==> src/rtl/snn_seq_ctrl.sv <==
// snn_seq_ctrl -- inference sequencer for the 4-neuron spiking binary tile.
//
// Flow per inference: IDLE (accept request, latch vector) -> CLEAR (one cycle
// with the LIF membrane held in clear) -> RUN (tile_start high for T_WINDOW
// cycles) -> DRAIN (wait up to TIMEOUT cycles for tile_finish) -> HOLD
// (present the response until rsp_ready). A tile_finish seen in RUN or DRAIN
// ends the window early and jumps straight to HOLD.
//
// Ports:
//   CLK, nRST            clock (rising edge) and asynchronous active-low reset
//   req_valid/req_ready  request handshake, req_vector carries the inputs
//   tile_input_vector    latched request vector driven to the tile encoders
//   tile_start           encode/decode window enable
//   tile_lif_nrst        active-low LIF membrane clear
//   tile_output_vector   decoded tile outputs, tile_finish marks them valid
//   rsp_valid/rsp_ready  response handshake; rsp_vector, rsp_timeout payload
//   busy                 high whenever not IDLE
//   step_count           time step inside RUN, 0 elsewhere
//
// Optional build macro SNN_SEQ_PERF_EN adds perf_done / perf_timeout,
// saturating counters of accepted responses by completion kind.
// All outputs are registered.

module snn_seq_ctrl #(
    parameter int N_NEURONS = 4,
    parameter int DTT_WIDTH = 5,
    parameter int TTD_WIDTH = 5,
    parameter int T_WINDOW  = 32,
    parameter int TIMEOUT   = 64
) (
    input  logic                           CLK,
    input  logic                           nRST,
    input  logic                           req_valid,
    output logic                           req_ready,
    input  logic [N_NEURONS*DTT_WIDTH-1:0] req_vector,
    output logic [N_NEURONS*DTT_WIDTH-1:0] tile_input_vector,
    output logic                           tile_start,
    output logic                           tile_lif_nrst,
    input  logic [N_NEURONS*TTD_WIDTH-1:0] tile_output_vector,
    input  logic                           tile_finish,
    output logic                           rsp_valid,
    input  logic                           rsp_ready,
    output logic [N_NEURONS*TTD_WIDTH-1:0] rsp_vector,
    output logic                           rsp_timeout,
    output logic                           busy,
    output logic [7:0]                     step_count
`ifdef SNN_SEQ_PERF_EN
    ,
    output logic [15:0]                    perf_done,
    output logic [15:0]                    perf_timeout
`endif
);

    typedef enum logic [2:0] {
        ST_IDLE,
        ST_CLEAR,
        ST_RUN,
        ST_DRAIN,
        ST_HOLD
    } state_t;

    localparam logic [7:0] STEP_LAST  = 8'(T_WINDOW - 1);
    localparam logic [7:0] TIMER_LAST = 8'(TIMEOUT - 1);

    state_t     state_reg;
    logic [7:0] timer_reg;

    always_ff @(posedge CLK or negedge nRST) begin
        if (!nRST) begin
            state_reg         <= ST_IDLE;
            timer_reg         <= 8'd0;
            req_ready         <= 1'b1;
            tile_input_vector <= '0;
            tile_start        <= 1'b0;
            tile_lif_nrst     <= 1'b0;
            rsp_valid         <= 1'b0;
            rsp_vector        <= '0;
            rsp_timeout       <= 1'b0;
            busy              <= 1'b0;
            step_count        <= 8'd0;
        end else begin
            case (state_reg)
                ST_IDLE: begin
                    if (req_valid && req_ready) begin
                        tile_input_vector <= req_vector;
                        req_ready         <= 1'b0;
                        busy              <= 1'b1;
                        state_reg         <= ST_CLEAR;
                    end
                end
                ST_CLEAR: begin
                    tile_lif_nrst <= 1'b1;
                    tile_start    <= 1'b1;
                    step_count    <= 8'd0;
                    state_reg     <= ST_RUN;
                end
                ST_RUN: begin
                    if (tile_finish) begin
                        // Early finish aborts the remaining window.
                        tile_start  <= 1'b0;
                        step_count  <= 8'd0;
                        rsp_vector  <= tile_output_vector;
                        rsp_timeout <= 1'b0;
                        rsp_valid   <= 1'b1;
                        state_reg   <= ST_HOLD;
                    end else if (step_count == STEP_LAST) begin
                        tile_start <= 1'b0;
                        step_count <= 8'd0;
                        timer_reg  <= 8'd0;
                        state_reg  <= ST_DRAIN;
                    end else begin
                        step_count <= step_count + 8'd1;
                    end
                end
                ST_DRAIN: begin
                    // Finish wins even on the last timer cycle.
                    if (tile_finish || timer_reg == TIMER_LAST) begin
                        rsp_vector  <= tile_output_vector;
                        rsp_timeout <= ~tile_finish;
                        rsp_valid   <= 1'b1;
                        state_reg   <= ST_HOLD;
                    end else begin
                        timer_reg <= timer_reg + 8'd1;
                    end
                end
                ST_HOLD: begin
                    if (rsp_ready) begin
                        rsp_valid     <= 1'b0;
                        rsp_timeout   <= 1'b0;
                        tile_lif_nrst <= 1'b0;
                        req_ready     <= 1'b1;
                        busy          <= 1'b0;
                        state_reg     <= ST_IDLE;
                    end
                end
                default: begin
                    state_reg <= ST_IDLE;
                end
            endcase
        end
    end

`ifdef SNN_SEQ_PERF_EN
    always_ff @(posedge CLK or negedge nRST) begin
        if (!nRST) begin
            perf_done    <= 16'd0;
            perf_timeout <= 16'd0;
        end else if (rsp_valid && rsp_ready) begin
            if (rsp_timeout) begin
                if (perf_timeout != 16'hFFFF) perf_timeout <= perf_timeout + 16'd1;
            end else begin
                if (perf_done != 16'hFFFF) perf_done <= perf_done + 16'd1;
            end
        end
    end
`endif

endmodule
==> config.mk <==
export PLATFORM = sky130hd
export DESIGN_NAME = snn_seq_ctrl
export DESIGN_NICKNAME = d
export VERILOG_FILES = /design/src/rtl/snn_seq_ctrl.sv
export SDC_FILE = /design/constraint.sdc
export NUM_CORES = 1
export LEC_CHECK = 0
export CORE_ASPECT_RATIO = 0.5
export CORE_MARGIN = 2
export CORE_UTILIZATION = 45
export CTS_CLUSTER_SIZE = 14
export DETAILED_ROUTE_END_ITERATION = 8
export MAX_ROUTING_LAYER = met4
export PLACE_DENSITY = 0.78
export SKIP_CTS_REPAIR_TIMING = 1
export SYNTH_ARGS = -nofsm -noshare
export SYNTH_HDL_FRONTEND = slang
export SYNTH_SLANG_ARGS = --single-unit
==> constraint.sdc <==
create_clock -name CLK -period 3.6 [get_ports CLK]
set_input_delay 0.54 -clock CLK [delete_from_list [all_inputs] [get_ports CLK]]
set_output_delay 0.54 -clock CLK [all_outputs]
set_load 0.02 [all_outputs]
==> flow_metrics.env <==
export IMPL_avgSynthCellArea_um2=13.0
export IMPL_final_max_slew_viol_count=0
export IMPL_io_buffer_count=98
export IMPL_ant_nets=0
export IMPL_cp_arrival_ns=2.40
export IMPL_status="complete, no violations"
export IMPL_vias_per_cell=5.20
export IMPL_syn_area_um2=2900
export IMPL_cap_viol_max_count=0
export IMPL_finalCritPeriodShare_pct=60.8
export IMPL_crit_fanout=22
export IMPL_root_buffer="clkbuf_16"
export IMPL_regArea_um2=1630
export IMPL_dr_pass1_iters=4
export IMPL_critPathRequiredTime_ns=3.81
export IMPL_nFillCells=458
export IMPL_skew_ns=0.00745
export IMPL_die_w_um=117
export IMPL_dieArea_um2=7130
export IMPL_drc=0
export IMPL_ys_seq_elements=65
export IMPL_wire_per_inst_um=15.7
export IMPL_finalWirelength_mm=6.56
export IMPL_gp_congestion=0.852
export IMPL_peakVddDrop_mv=0.450
export IMPL_grt_overflow=0
export IMPL_hold_slack_ns=0.428
export IMPL_io_pins=99
export IMPL_synth_area_top_cells="dfrtp_1 55%, mux2_2 16%, o21ai_0 2.4%, nand2_1 2.3%, buf_6 1.2%"
export IMPL_drive_gt1_share_pct=21.0
export IMPL_yosysSeqAreaShare_pct=56.2
export IMPL_synth_main_ff_cell="dfrtp_1"
export IMPL_multiInputGateArea_um2=1200
export IMPL_timing_setup_tns_ns=0
export IMPL_grt_setup_unrepaired="no"
export IMPL_synthArstFlopShare_pct=100
export IMPL_cts_tree="built"
export IMPL_tightestPinTransition_ns=1.10
export IMPL_grt_pass1_vias=2188
export IMPL_yosysTopAreaCell="dfrtp_1"
export IMPL_final_min_clock_period_ns=2.19
export IMPL_leakagePower_nw=1.74
export IMPL_antenna_cells=0
export IMPL_final_nets=371
export IMPL_cts_path_max_buffers=2
export IMPL_slew_headroom_pct=26.4
export IMPL_synth_commonest_cells="64 x dfrtp_1, 40 x mux2_2, 18 x nand2_1"
export IMPL_synth_most_common_cell="dfrtp_1"
export IMPL_cp_start_kind="register"
export IMPL_cts_buffers=9
export IMPL_hold_violations=0
export IMPL_setup_viol=0
export IMPL_antenna_found_initial=0
export IMPL_clk_pin_slew_worst_paths_ns=0.05
export IMPL_grt_pass1_wl_mm=10.6
export IMPL_vias=2170
export IMPL_synth_edff_count=0
export IMPL_clk_latency_ns=0.33
export IMPL_dp_hpwl_mm=4.65
export IMPL_h_tree_depth=3
export IMPL_power_density_nw_per_um2=866
export IMPL_start_util_pct=47.1
export IMPL_synth_fp_nets=270
export IMPL_ys_types=53
export IMPL_yosysWarnings=0
export IMPL_hold_path_class="in2async"
export IMPL_grt_start_max_net_pins=52
export IMPL_syn_instance_count=223
export IMPL_syn_to_final_growth_pct=46.0
export IMPL_max_freq_mhz=457
export IMPL_drt_initial_drc_count=128
export IMPL_grt_usage_pct=20.5
export IMPL_clkSinkCount=65
export IMPL_yosysTopAreaCellShare_pct=55.3
export IMPL_critPathKind="reg2reg"
export IMPL_die_y_um=60.7
export IMPL_rows=20
export IMPL_cp_end_kind="register"
export IMPL_core_um2=6160
export IMPL_reg_largest_list="rsp_vector: 20 flops, tile_input_vector: 20 flops"
[stage by stage]
stage	utilization (%)	setup slack [ns]	instance area, um^2	total power [mW]	std cells
floorplan	-	1.82	2900	2.11	223
global placement	64.0	1.31	3940	2.78	401
detailed placement	64.0	1.29	3940	2.84	401
CTS	68.7	1.41	4230	3.70	417
global route	68.7	1.23	4230	3.86	417
finish	68.7	1.41	4230	3.66	417
[area by class of cell]
type | count | area share (%)
repair buffers | 100 | 23.4
clock inverters | 3 | 0.947
inverters | 2 | 0.178
clock buffers | 13 | 5.92
flip-flops and latches | 65 | 38.5
well taps | 88 | 2.60
multi-input cells | 146 | 28.4
[per-layer routing]
metal	vias up	track usage [%]	wire [um]
li1	1018	-	-
met1	1105	22.7	2710
met2	40	34.9	3540
met3	7	7.14	233
met4	0	9.12	86
met5	-	-	0
[power breakdown]
group          internal (mW)  switching [mW]
registers               1.04           0.239
clock network          0.552           0.291
logic                  0.824           0.717
total                   2.42            1.25
[path summary, 6_finish.rpt]
kind / startpoint / to / slack [ns] / depth (start not counted)
min in group CLK: rsp_valid / rsp_valid / 0.49 / 1
min reg2reg: rsp_valid / rsp_valid / 0.49 / 1
max reg2reg: state_reg[0] / rsp_vector[4] / 1.41 / 4
max in group asynchronous: nRST / req_ready / 2.27 / 2
max: state_reg[0] / rsp_vector[4] / 1.41 / 4
min: nRST / tile_input_vector[9] / 0.43 / 1
[kinds of logic after synthesis]
| group | Yosys count | synth area share, % |
|---|---|---|
| compound gates | 40 | 10.6 |
| mux | 44 | 17.0 |
| simple gates | 58 | 12.2 |
| flops | 65 | 56.2 |
| xor+xnor | 2 | 0.605 |
| buf+inv | 12 | 2.59 |
| fa+ha+maj | 2 | 0.864 |
[layout by cell type (no fill, tap or decap), types with 2 or more instances in the layout]
master	n
a211o_1	3
a21oi_1	6
a22o_1	2
a31oi_1	3
and3_1	4
and4_1	2
buf_4	2
clkbuf_1	3
clkbuf_16	9
clkdlybuf4s50_1	97
clkinv_2	2
dfrtp_1	64
ha_1	2
inv_1	2
mux2_2	40
mux2i_1	3
nand2_1	18
nand3_1	5
nand4_1	2
nor2_1	7
nor2b_1	2
nor3_1	4
o21ai_0	14
[critical path, stage by stage, from the launching register on]
cell and delay, ns:
dfrtp_1 0.63, or3b_1 0.40, nor3_1 0.15, o21a_2 0.48, mux2_2 0.40
Power figures use the tool's default switching activity.
